### config.mk
export PLATFORM = sky130hd
export DESIGN_NAME = nibble_serial_adder
export DESIGN_NICKNAME = d
export VERILOG_FILES = /design/src/rtl/nsa_pkg.sv /design/src/rtl/nsa_rca4.sv /design/src/rtl/nibble_serial_adder.sv
export SDC_FILE = /design/constraint.sdc
export NUM_CORES = 1
export LEC_CHECK = 0
export ABC_AREA = 1
export CAP_MARGIN = 20
export CORE_MARGIN = 4
export CORE_UTILIZATION = 30
export DETAILED_ROUTE_END_ITERATION = 6
export GPL_ROUTABILITY_DRIVEN = 0
export PLACE_DENSITY = 0.62
export SYNTH_ARGS = -nofsm -noshare
export SYNTH_HDL_FRONTEND = slang
export SYNTH_SLANG_ARGS = --single-unit
### constraint.sdc
create_clock -name clk -period 2.2 [get_ports clk]
set_input_delay 0.22 -clock clk [delete_from_list [all_inputs] [get_ports clk]]
set_output_delay 0.22 -clock clk [all_outputs]
set_load 0.05 [all_outputs]
### src/rtl/nsa_pkg.sv
// Shared types and constants for the nibble-serial adder.
package nsa_pkg;

  typedef enum logic [1:0] {
    IDLE = 2'd0,
    RUN  = 2'd1,
    DONE = 2'd2
  } state_t;

  localparam int NIBBLE = 4;

  // The counter must hold 0..N without wrapping, where N = width/NIBBLE
  function automatic int cnt_width(input int width);
    return $clog2(width / NIBBLE + 1);
  endfunction

endpackage

### src/rtl/nsa_rca4.sv
// Combinational 4-bit ripple-carry slice; c3 exposes the carry into bit 3.
module nsa_rca4 (
  input  logic [3:0] a,
  input  logic [3:0] b,
  input  logic       ci,
  output logic [3:0] s,
  output logic       co,
  output logic       c3
);

  logic cy;

  always_comb begin
    cy = ci;
    c3 = 1'b0;
    s  = '0;
    for (int i = 0; i < 4; i++) begin
      if (i == 3) c3 = cy;
      s[i] = a[i] ^ b[i] ^ cy;
      cy   = (a[i] & b[i]) | (cy & (a[i] ^ b[i]));
    end
    co = cy;
  end

endmodule

### src/rtl/nibble_serial_adder.sv
// WIDTH-bit adder that reuses one 4-bit slice over WIDTH/4 cycles.
// Define NSA_SIGNED_OVF_EN to add the registered signed-overflow output ovf.
module nibble_serial_adder
  import nsa_pkg::*;
#(
  parameter int WIDTH = 16
) (
  input  logic             clk,
  input  logic             rst_n,
  input  logic             start,
  input  logic [WIDTH-1:0] a,
  input  logic [WIDTH-1:0] b,
  input  logic             cin,
  output logic             busy,
  output logic             done,
  output logic [WIDTH-1:0] sum,
  output logic             cout
`ifdef NSA_SIGNED_OVF_EN
  ,
  output logic             ovf
`endif
);

  localparam int N  = WIDTH / NIBBLE;
  localparam int CW = cnt_width(WIDTH);

  state_t           state, state_nxt;
  logic [WIDTH-1:0] a_sh, b_sh, res, res_nxt;
  logic             carry;
  logic [CW-1:0]    cnt;
  logic [3:0]       s;
  logic             co, c3;
  logic             last;

  nsa_rca4 u_rca4 (
    .a  (a_sh[3:0]),
    .b  (b_sh[3:0]),
    .ci (carry),
    .s  (s),
    .co (co),
    .c3 (c3)
  );

  assign last = (state == RUN) && (cnt == CW'(N - 1));
  // Sum nibbles enter at the MSB end so after N shifts nibble 0 sits at the bottom
  assign res_nxt = (res >> NIBBLE) | (WIDTH'(s) << (WIDTH - NIBBLE));

  always_ff @(posedge clk or negedge rst_n) begin
    if (!rst_n) state <= IDLE;
    else        state <= state_nxt;
  end

  always_comb begin
    state_nxt = state;
    case (state)
      IDLE:    if (start) state_nxt = RUN;
      RUN:     if (last)  state_nxt = DONE;
      DONE:    state_nxt = IDLE;
      default: state_nxt = IDLE;
    endcase
  end

  always_ff @(posedge clk or negedge rst_n) begin
    if (!rst_n) begin
      a_sh  <= '0;
      b_sh  <= '0;
      res   <= '0;
      carry <= 1'b0;
      cnt   <= '0;
      sum   <= '0;
      cout  <= 1'b0;
    end else begin
      case (state)
        IDLE: if (start) begin
          a_sh  <= a;
          b_sh  <= b;
          carry <= cin;
          cnt   <= '0;
        end
        RUN: begin
          res   <= res_nxt;
          carry <= co;
          a_sh  <= a_sh >> NIBBLE;
          b_sh  <= b_sh >> NIBBLE;
          cnt   <= cnt + 1'b1;
          if (last) begin
            sum  <= res_nxt;
            cout <= co;
          end
        end
        default: ;
      endcase
    end
  end

`ifdef NSA_SIGNED_OVF_EN
  always_ff @(posedge clk or negedge rst_n) begin
    if (!rst_n)    ovf <= 1'b0;
    else if (last) ovf <= c3 ^ co;
  end
`else
  logic unused_c3;
  assign unused_c3 = c3;
`endif

  assign busy = (state != IDLE);
  assign done = (state == DONE);

endmodule

* Word level (Yosys, flattened, before mapping)
Index checks and enable logic that the tools add are counted.
** Storage, ports and cells
- Output and inout bits :: 19
- Word-level logic and storage cells :: 53
- Input bits :: 36
- Flip-flop bits (word level) :: 71
** Operators by class
- Mux-type cells :: 11
- Add/subtract/negate cells :: 1
- Equal/unequal tests :: 5
- Bitwise logic cells :: 21
- Reductions and logical operators :: 7
** Operators by type and width (count)
- 16-bit one-hot mux with 2 select lines :: 2
- 16-bit two-way mux :: 2
- 12-bit by 16-bit bitwise OR with 16-bit output :: 1
- 1-bit AND :: 8
- 1-bit bitwise XOR :: 8
- 3-bit one-hot mux with 2 select lines :: 1
- 2-bit AND reduction :: 3
- 2-bit two-way mux :: 2
- 2-bit != test (second input constant) :: 2
- 1-bit bitwise OR :: 4
- 2-bit one-hot mux with 2 select lines :: 1
- 2-bit nonzero test :: 2
- 3-bit by 1-bit adder with 3-bit output (second input constant) :: 1
- 3-bit by 2-bit equality test with 1-bit output (second input constant) :: 1
- 3-bit two-way mux :: 1
- 2-bit by 1-bit equality test with 1-bit output (second input constant) :: 1
- 2-bit equality test (second input constant) :: 1
- 2-bit zero test :: 1
- 1-bit one-hot mux with 2 select lines :: 1
- 1-bit logical AND :: 1
- 1-bit two-way mux :: 1

* Logic depth before layout (Yosys ltp)
Gate-level depths: netlist (run 1).
- Word-level depth :: 10
- Gate-level depth with buffers :: 10
- Depth with buffers taken out :: 10

* Modules after synthesis
From an unflattened synthesis (run 1), not the netlist that was laid out.
** Unflattened totals
- Cells, all modules :: 355
- Area, all modules :: 3031.7 um^2
** Modules (own cells, without submodules)
- nibble_serial_adder :: times used 1, seq. area each 1676.6 um^2, cells an instance 343, area each 2921.6 um^2
- nsa_rca4 :: times used 1, seq. area each 0.0 um^2, cells an instance 12, area each 110.1 um^2

* Worst setup path after synthesis (run 1)
No wires, ideal clock.
- Kind :: reg2reg
- Start :: register a_sh[0]
- End :: register sum[15]
- Data required time :: 2.117 ns
- Period minus slack after synthesis :: 2.079 ns
- Arrival :: 1.996 ns
- Buffers on the path :: 0
- Cell stages (with the launch flop) :: 9
- Setup time :: 0.083 ns
- Slack :: 0.121 ns
- Cell sequence :: dfrtp_1 -> fa_1 -> inv_1 -> fa_1 -> inv_1 -> fa_1 -> inv_1 -> fa_1 -> o21ai_0
** On the way
- Longest elaborated chain between the ends :: 9
- Elaborated cells between the ends (all ways) :: 10
- Those cells by class :: bitwise: 10
** RTL lines
- start, declared :: RTL line nibble_serial_adder.sv:28 : logic [WIDTH-1:0] a_sh, b_sh, res, res_nxt;
- start signal, assigned :: RTL line nibble_serial_adder.sv:83 : a_sh <= a_sh >> NIBBLE;
- 1-bit bitwise XOR :: RTL line nsa_rca4.sv:20 : cy = (a[i] & b[i]) | (cy & (a[i] ^ b[i]));
- 1-bit AND :: RTL line nsa_rca4.sv:20
- 1-bit bitwise OR (*) :: RTL line nsa_rca4.sv:20
- 1-bit AND (*) :: RTL line nsa_rca4.sv:20
- 1-bit bitwise OR (*) :: RTL line nsa_rca4.sv:20
- 1-bit AND (*) :: RTL line nsa_rca4.sv:20
- 1-bit bitwise OR (*) :: RTL line nsa_rca4.sv:20
- 1-bit bitwise XOR (*) :: RTL line nsa_rca4.sv:19 : s[i] = a[i] ^ b[i] ^ cy;
- 12-bit by 16-bit bitwise OR with 16-bit output (*) :: RTL line nibble_serial_adder.sv:46 : assign res_nxt = (res >> NIBBLE) | (WIDTH'(s) << (WIDTH - NIBBLE));
- end signal, assigned :: RTL line nibble_serial_adder.sv:87 : sum <= res_nxt;
- end, declared :: RTL line nibble_serial_adder.sv:16 : output logic [WIDTH-1:0] sum,
Mark *: on every way between the ends. The rest lies on a longest branch, timed or not.
A chain may end at the register's enable or synchronous reset.

* Worst setup path in the final report (run 1)
- Start :: register a_sh[0]
- End :: register res[15]
** On the way
- Longest elaborated chain between the ends :: 9
- Elaborated cells between the ends (all ways) :: 10
- Those cells by class :: bitwise: 10
** RTL lines
- 1-bit bitwise XOR :: RTL line nsa_rca4.sv:20
- 1-bit AND :: RTL line nsa_rca4.sv:20
- 1-bit bitwise OR (*) :: RTL line nsa_rca4.sv:20
- 1-bit AND (*) :: RTL line nsa_rca4.sv:20
- 1-bit bitwise OR (*) :: RTL line nsa_rca4.sv:20
- 1-bit AND (*) :: RTL line nsa_rca4.sv:20
- 1-bit bitwise OR (*) :: RTL line nsa_rca4.sv:20
- 1-bit bitwise XOR (*) :: RTL line nsa_rca4.sv:19
- 12-bit by 16-bit bitwise OR with 16-bit output (*) :: RTL line nibble_serial_adder.sv:46
- end signal, assigned :: RTL line nibble_serial_adder.sv:81 : res <= res_nxt;
- end, declared :: RTL line nibble_serial_adder.sv:28
Marked as above.

==> results of run 1 <==
## logic make-up after synthesis
group | count (synthesis) | share of synthesized area [%]
AO/OA/AOI/OAI | 29 | 5.21
adder cells (fa/ha/maj) | 6 | 3.50
buffers and inverters | 44 | 6.54
flip-flops | 67 | 55.8
AND/OR/NAND/NOR | 220 | 28.9
## sequential cells by signal, indices dropped and copies added (netlist names)
| signal | flops |
|---|---|
| carry | 1 |
| a_sh | 16 |
| b_sh | 16 |
| cnt | 3 |
| sum | 16 |
| state | 2 |
| cout | 1 |
| res | 12 |
## final cells by class
cell class,count,area [um^2]
Sequential cell,67,1680
Timing Repair Buffer,67,656
Multi-Input combinational cell,255,1130
Clock inverter,4,72.6
Inverter,24,90.1
Fill cell,1019,5830
Tap cell,133,166
Clock buffer,12,155
## cells in the mapped netlist, types with 3 or more instances
cell type,n
nor2_1,3
inv_1,22
buf_6,3
nand3_1,34
nand2_1,183
buf_2,7
dfrtp_1,67
clkbuf_1,8
o21ai_0,28
fa_1,4
## power by group
part	switching (mW)	internal (mW)	total, mW
clock network	0.457	0.699	1.16
logic	1.69	0.915	2.61
registers	0.316	1.76	2.07
## tightest hold or removal path: stages
cell and delay [ns]:
clkdlybuf4s50_1 0.39, nand3_1 0.07, nand2_1 0.05
## worst min-delay path by stage
stage          slack, ns  endpoint  cells past startpoint
2_1_floorplan      -0.08   a_sh[0]                      0
3_3_place_gp        0.26    sum[3]                      1
3_5_place_dp        0.26    sum[3]                      1
4_1_cts             0.40  b_sh[15]                      3
5_1_grt             0.41  b_sh[15]                      3
6_report            0.42  b_sh[15]                      3
## per-stage QoR
step	hold WS [ns]	setup slack (ns)	power, mW	setup TNS [ns]	utilization (%)
6_report	0.420	0.106	5.83	0	40.4
5_1_grt	0.407	0.0120	6.35	0	40.4
4_1_cts	0.398	-0.00241	5.91	-0.00241	40.4
3_5_place_dp	0.263	0.0133	4.71	0	37.9
3_3_place_gp	0.261	0.0731	4.64	0	37.9
2_1_floorplan	-0.0756	0.121	3.90	0	-
## routing by layer
metal | global-route usage, % | vias to the layer above | share of wire (%)
met5 | 0 | - | 0
met4 | 3.52 | 0 | 1.2
met3 | 4.42 | 8 | 6.2
met2 | 19.3 | 75 | 46
met1 | 17.1 | 1147 | 47
li1 | - | 1246 | -
## repair_timing
action                                  in CTS  in global routing
pin swaps                                    0                  2
cloned                                       0                  0
buffers inserted                             1                  0
hold buffers                                 1                  0
hold endpoints to repair                    25                  0
gates resized for setup                      0                  4
endpoints found under the setup margin       2                  2
==> metrics.cfg, run 1 <==
[status]
outcome = finished clean

[routing]
vias = 2476
drt_iter0_markers = 105
antenna_left = 0
viasPerCell = 4.41
drc = 0
wl_per_cell_um = 12.1
dr.pass1.iters = 4
routed_wl_um = 6790

[critical_path]
ff2ff_path_depth = 8
crit_path_end_kind = register
path_depth = 8
r2r-start = a_sh[0]
timing.reg2reg.setup_slack_ns = 0.11
crit_slowest_cell = fa_1
slowest_delay_ns = 0.42
startpoint_type = register
crit_end = res[15]
r2r-end = res[15]
cpMostUsedCell = fa_1
critical_path.max_fanout = 2
cp.required_ns = 2.47
crit_chain = fa_2 -> inv_2 -> fa_1 -> inv_1 -> fa_1 -> inv_1 -> fa_1 -> o21ai_1
crit_start = a_sh[0]
cpLargestDelayFamily = adder cells
criticalPathCategory = register to register
path_buf_inv = 3
arrival_ns = 2.36

[sta]
final_max_slew_viol_count = 0
fin_crit_ns = 2.09
finalCritPeriodShare_pct = 95.2
worstMarginPinSlew_ns = 0.622
setup_viol_count_final = 0
slew_headroom_pct = 58.5
grt_setup_unrepaired = no
fmaxAchievable_ghz = 0.478
hold_viol_final = 0
fin_skew_ns = 0.00758

[layout]
drive_gt1_share_pct = 8.16
final_cell_mix = 183 x nand2_1, 67 x dfrtp_1, 51 x clkdlybuf4s50_1
final_common_cell = nand2_1
syn2layout_area_growth_pct = 31.5
final_area_um2 = 3950
final_nets = 466
final_cells = 562
num_antenna_cells = 0

[grt]
grt-ovfl-total = 0
grt_pass1_wl_um = 11700
grt_util_all_layers_pct = 12.6
antenna_found_initial = 0
grt_pass1_vias = 2444
grt_max_degree = 38

[clock_tree]
clk_pin_slew_ns = 0.07
cts_sinks = 67
ctsLongestPathBuffers = 2
worstSkewPairLatency_ns = 0.34
numCtsBuffers = 9
cts-root-buf = clkbuf_8
cts_tree = yes
h-tree-depth = 3

[die]
start_util_pct = 30.7
num_rows = 36
die_width_um = 108
die_height_um = 108
pin_count = 55
core_area_um2 = 9770
die_area_um2 = 11700

[yosys]
ys_seq_area_share_pct = 55.8
synth.distinct_cells = 14
yosysWarnings = 0
synth_top_area_share_pct = 55.8
synth-seq-cells = 67
netlist_instances = 366
synth_edf_count = 0
synth_top_cell_by_area = dfrtp_1
syn_area_um2 = 3000
synthFlopType = dfrtp_1
synth_nets = 408
synthTopCellsByArea = dfrtp_1 56%, nand2_1 23%, nand3_1 5.7%, o21ai_0 4.7%, inv_1 2.8%
syn_area_per_cell_um2 = 8.20
async_flop_share_pct = 100

[worst_hold_path]
min_path_type = input pin to register
hp-start = b[15]

[placement]
numPortBuffers = 54
dpl.cell_count = 544
dp_hpwl_um = 4700
place_area_um2 = 3700

[job]
drv_cap = 0

[power_and_ir_drop]
power_leakage_nw = 2.02
power_density_nw_per_um2 = 1480
ir_worst_vdd_mv = 0.637

Power figures use the tool's default switching activity.
==> run 2: changes to the inputs <==
--- a/config.mk
+++ b/config.mk
@@ -11,7 +11,7 @@
 export CORE_UTILIZATION = 30
 export DETAILED_ROUTE_END_ITERATION = 6
 export GPL_ROUTABILITY_DRIVEN = 0
-export PLACE_DENSITY = 0.62
+export PLACE_DENSITY = 0.53
 export SYNTH_ARGS = -nofsm -noshare
 export SYNTH_HDL_FRONTEND = slang
 export SYNTH_SLANG_ARGS = --single-unit
==> metrics.cfg, run 2 (synthesized netlist as in run 1, its figures left out) <==
[routing]
drc = 0  ; unchanged
viasPerCell = 4.27  ; -3.0%
routed_wl_um = 6700  ; -1.3%
dr.pass1.iters = 4  ; unchanged
antenna_left = 0  ; unchanged
drt_iter0_markers = 104  ; -0.95%
wl_per_cell_um = 11.9  ; -1.1%
vias = 2398  ; -3.2%

[clock_tree]
postCtsSetupRepairBufs = 0  ; -1
cts_tree = yes
cts-root-buf = clkbuf_8
ctsLongestPathBuffers = 2  ; unchanged
cts_sinks = 67  ; unchanged
numCtsBuffers = 9  ; unchanged
h-tree-depth = 3  ; unchanged
clk_pin_slew_ns = 0.07  ; about the same
worstSkewPairLatency_ns = 0.34  ; about the same

[layout]
final_nets = 465  ; -0.21%
final_common_cell = nand2_1
fillCellCount = 1020  ; +0.098%
drive_gt1_share_pct = 8.18  ; +0.019 points
ff_latch_area_um2 = 1680  ; unchanged
multiInputGateArea_um2 = 1130  ; unchanged
num_antenna_cells = 0  ; unchanged
final_cell_mix = 183 x nand2_1, 67 x dfrtp_1, 51 x clkdlybuf4s50_1
reg_top3 = a_sh (16), b_sh (16), sum (16)
syn2layout_area_growth_pct = 30.1
fin_util_pct = 40.0  ; -0.42 points

[power_and_ir_drop]
clkPwrFrac_pct = 17.6  ; -2.2 points
ir_worst_vdd_mv = 0.538  ; -16%
p_switching_mw = 2.46  ; -0.22%
combPwrFrac_pct = 46.6  ; +1.9 points
power_density_nw_per_um2 = 1460  ; -1.5%
p_int_mw = 3.23  ; -4.2%
pwr-share-seq_pct = 35.8  ; +0.3 points
switching_share_pct = 43.2  ; +1.0 points
power_leakage_nw = 2.00  ; -0.89%
power_mw = 5.69  ; -2.5%

[grt]
antenna_found_initial = 0  ; unchanged
grt_pass1_wl_um = 11400  ; -2.5%
grt_pass1_vias = 2427  ; -0.70%
grt_max_degree = 68  ; +79%
grt-ovfl-total = 0  ; unchanged
grt_util_all_layers_pct = 12.4  ; -0.22 points

[sta]
finalCritPeriodShare_pct = 94.7  ; -0.42 points
slew_headroom_pct = 66.3  ; +7.8 points
setup_viol_count_final = 0  ; unchanged
grt_setup_unrepaired = no
fin_crit_ns = 2.08  ; -0.00932 ns
fmaxAchievable_ghz = 0.480  ; +0.45%
setup_tns_ns = 0  ; unchanged
fin_skew_ns = 0.00502  ; -0.00256 ns
worstMarginPinSlew_ns = 0.504  ; -0.118 ns
final_max_slew_viol_count = 0  ; unchanged
hold_viol_final = 0  ; unchanged
whs_ns = 0.413  ; -0.00747 ns

[die]
die_area_um2 = 11700  ; unchanged
start_util_pct = 30.7  ; unchanged
core_area_um2 = 9770  ; unchanged
die_width_um = 108  ; unchanged
die_height_um = 108  ; unchanged
num_rows = 36  ; unchanged
pin_count = 55  ; unchanged

[placement]
dp_hpwl_um = 4480  ; -4.8%
numPortBuffers = 54  ; unchanged

[critical_path]
timing.reg2reg.setup_slack_ns = 0.12  ; about the same
crit_path_end_kind = register
startpoint_type = register
cp.required_ns = 2.47  ; about the same
arrival_ns = 2.35  ; about the same
critical_path.max_fanout = 2  ; unchanged
criticalPathCategory = register to register

[status]
outcome = finished clean

[job]
drv_cap = 0  ; unchanged

[worst_hold_path]
min_path_type = input pin to async pin

==> run 2: cell types whose count changed in the layout (fill, tap and decap cells not counted) <==
| cell | delta |
|---|---|
| bufinv_16 | -1 |
| clkbuf_8 | -1 |
| inv_1 | -1 |
| clkinv_2 | +2 |
| buf_4 | -1 |
| inv_2 | +1 |
==> run 2: path summary, 6_finish.rpt <==
| kind | from | to | cells past startpoint |
|---|---|---|---|
| worst max-delay path | a_sh[0] | res[15] | 8 |
| worst min-delay path | rst_n | sum[7] | 3 |
| worst max register to register | a_sh[0] | res[15] | 8 |
| worst min register to register | res[4] | sum[0] | 2 |
| max in group asynchronous | rst_n | carry | 3 |
| min in group clk | b[15] | b_sh[15] | 3 |
==> run 2: what timing repair did <==
| action | CTS | global route |
|---|---|---|
| hold endpoints to repair | 67 | 0 |
| hold buffers | 1 | 0 |
| resized for setup | 0 | 5 |
| endpoints found under the setup margin | 0 | 2 |
==> run 2: per-stage QoR <==
step	area, um^2	setup WS (ns)	cells
2_1_floorplan	3000	0.121	366
3_3_place_gp	3700	0.0662	544
3_5_place_dp	3700	0.0102	544
4_1_cts	3910	0.00667	561
5_1_grt	3910	0.0339	561
6_report	3910	0.116	561
==> run 2: cell type report <==
cell class	instances	share of cell area [%]
Sequential cell	67	42.9
Multi-Input combinational cell	255	29.0
Timing Repair Buffer	66	16.6
Tap cell	133	4.26
Clock buffer	11	3.62
Inverter	24	2.31
Clock inverter	5	1.34
==> run 2: power by group through the flow <==
stage / logic, mW / registers, mW / clock network, mW
final: 2.65 / 2.03 / 1.00
after global routing: 3.01 / 2.11 / 1.10
after CTS: 2.68 / 2.04 / 1.04
after detailed placement: 2.67 / 2.06 / 0
after global placement: 2.63 / 2.06 / 0
after floorplan: 1.46 / 2.44 / 0
==> run 2: per-layer routing <==
layer	global-route usage, %	up-vias	part of all wire [%]
met5	0	-	0
li1	-	1243	-
met3	3.58	12	6.3
met2	19.5	67	43
met1	16.4	1076	49
met4	4.33	0	1.4
==> run 2: worst max-delay path: stages, from the launching register on <==
cell and delay [ns]:
dfrtp_1 0.40, fa_2 0.39, inv_2 0.06, fa_1 0.15
inv_1 0.05, fa_1 0.37, inv_2 0.07, fa_1 0.40
o21ai_1 0.13
==> run 3: changes to the inputs <==
--- a/config.mk
+++ b/config.mk
@@ -11,7 +11,7 @@
 export CORE_UTILIZATION = 30
 export DETAILED_ROUTE_END_ITERATION = 6
 export GPL_ROUTABILITY_DRIVEN = 0
-export PLACE_DENSITY = 0.53
+export PLACE_DENSITY_LB_ADDON = 0.08
 export SYNTH_ARGS = -nofsm -noshare
 export SYNTH_HDL_FRONTEND = slang
 export SYNTH_SLANG_ARGS = --single-unit
==> metrics.cfg, run 3 (synthesized netlist as in run 1, its figures left out) <==
[sta]
fin_crit_ns = 2.10  ; +0.0153 ns
whs_ns = 0.394  ; -0.0186 ns
hold_viol_final = 0  ; unchanged
fin_skew_ns = 0.0135  ; +0.00844 ns
final_max_slew_viol_count = 0  ; unchanged
slew_headroom_pct = 62.9  ; -3.4 points
setup_viol_count_final = 0  ; unchanged
fmaxAchievable_ghz = 0.476  ; -0.73%
setup_tns_ns = 0  ; unchanged
grt_setup_unrepaired = no
worstMarginPinSlew_ns = 0.556  ; +0.0524 ns
finalCritPeriodShare_pct = 95.4  ; +0.70 points

[routing]
drc = 0  ; unchanged
routed_wl_um = 6900  ; +2.9%
antenna_left = 0  ; unchanged
viasPerCell = 4.35  ; +1.9%
dr.pass1.iters = 4  ; unchanged
vias = 2443  ; +1.9%
drt_iter0_markers = 63  ; -39%
wl_per_cell_um = 12.3  ; +2.9%

[clock_tree]
cts-root-buf = clkbuf_8
cts_tree = yes
worstSkewPairLatency_ns = 0.35  ; about the same
numCtsBuffers = 9  ; unchanged
clk_pin_slew_ns = 0.08  ; about the same
ctsLongestPathBuffers = 2  ; unchanged
cts_sinks = 67  ; unchanged
h-tree-depth = 3  ; unchanged

[power_and_ir_drop]
power_density_nw_per_um2 = 1460  ; +0.27%
ir_worst_vdd_mv = 0.489  ; -9.0%
power_leakage_nw = 1.99  ; -0.44%

[placement]
dp_hpwl_um = 4600  ; +2.7%
numPortBuffers = 54  ; unchanged

[die]
die_width_um = 108  ; unchanged
start_util_pct = 30.7  ; unchanged
core_area_um2 = 9770  ; unchanged
num_rows = 36  ; unchanged
pin_count = 55  ; unchanged
die_area_um2 = 11700  ; unchanged
die_height_um = 108  ; unchanged

[layout]
final_nets = 465  ; unchanged
final_cell_mix = 183 x nand2_1, 67 x dfrtp_1, 51 x clkdlybuf4s50_1
num_antenna_cells = 0  ; unchanged
syn2layout_area_growth_pct = 30.4
final_common_cell = nand2_1
drive_gt1_share_pct = 8.64  ; +0.47 points
reg_top3 = a_sh (16), b_sh (16), sum (16)

[grt]
grt_max_degree = 46  ; -32%
grt-ovfl-total = 0  ; unchanged
grt_pass1_wl_um = 11900  ; +4.0%
grt_util_all_layers_pct = 13.1  ; +0.68 points
antenna_found_initial = 0  ; unchanged
grt_pass1_vias = 2433  ; +0.25%

[critical_path]
slowest_delay_ns = 0.42  ; +0.02 ns
arrival_ns = 2.37  ; +0.02 ns
crit_chain = fa_2 -> inv_2 -> fa_1 -> inv_1 -> fa_2 -> inv_2 -> fa_1 -> o21ai_1
criticalPathCategory = register to register
startpoint_type = register
crit_path_end_kind = register
critical_path.max_fanout = 2  ; unchanged
cp.required_ns = 2.47  ; about the same
crit_slowest_cell = fa_1

[worst_hold_path]
min_path_type = input pin to async pin

[status]
outcome = finished clean

[job]
drv_cap = 0  ; unchanged

[run 3: cell count changes in the layout (fill, tap and decap cells not counted)]
cell        previous run  this run
fa_2                   1         2
clkinvlp_4             1         3
fa_1                   3         2
clkbuf_8              10         9
clkinv_2               3         1
clkbuf_1               1         0
inv_6                  0         2
[run 3: per-stage QoR]
| stage | utilization, % | power [mW] | std cells | setup slack, ns | instance area (um^2) |
|---|---|---|---|---|---|
| 2_1_floorplan | - | 3.90 | 366 | 0.121 | 3000 |
| 3_3_place_gp | 37.8 | 4.71 | 543 | 0.0638 | 3690 |
| 3_5_place_dp | 37.8 | 4.72 | 543 | -0.0425 | 3690 |
| 4_1_cts | 40.0 | 5.82 | 561 | 0.00878 | 3910 |
| 5_1_grt | 40.1 | 6.27 | 561 | 0.0184 | 3920 |
| 6_report | 40.1 | 5.71 | 561 | 0.100 | 3920 |
[run 3: critical path, delay by kind of cell, from the launching register on]
| family | cells | cell delay [ns] |
|---|---|---|
| adders and majority gates | 4 | 1.30 |
| DFF | 1 | 0.41 |
| AOI/OAI and AO/OA | 1 | 0.16 |
| buffers and inverters | 3 | 0.17 |
[run 3: final cells by class]
cell class	count	area (um^2)
Fill cell	1077	5860
Sequential cell	67	1680
Multi-Input combinational cell	255	1130
Timing Repair Buffer	66	648
Tap cell	133	166
Clock buffer	9	124
Inverter	24	90.1
Clock inverter	7	75.1
[run 3: path summary, 6_finish.rpt]
path | startpoint | to | slack (ns) | cells after the start
max in group asynchronous | rst_n | b_sh[8] | 1.15 | 3
worst min register to register | res[6] | sum[2] | 0.47 | 2
min in group clk | a[15] | a_sh[15] | 0.42 | 3
worst max-delay path | a_sh[0] | sum[15] | 0.10 | 8
worst min-delay path | rst_n | res[11] | 0.39 | 2
worst max register to register | a_sh[0] | sum[15] | 0.10 | 8
[run 3: per-layer routing]
layer / routed length [um] / vias to the layer above / share of wire, % / track usage, %
li1: - / 1248 / - / -
met1: 3190 / 1132 / 46 / 16.9
met2: 3240 / 56 / 47 / 20.9
met3: 391 / 7 / 5.7 / 4.66
met4: 72 / 0 / 1.0 / 3.52
met5: 0 / - / 0 / 0
[run 3: what timing repair did]
item,in CTS,in global routing
endpoints found under the setup margin,2,2
hold buffers,1,0
buffers inserted,1,0
pin swaps,1,2
hold endpoints to repair,22,0
gates resized for setup,2,4
[run 3: where the power goes]
part | leakage [nW] | internal [mW] | switching (mW)
registers | 0.857 | 1.76 | 0.291
logic | 1.04 | 0.910 | 1.71
clock network | 0.0923 | 0.529 | 0.516
total | 1.99 | 3.19 | 2.52
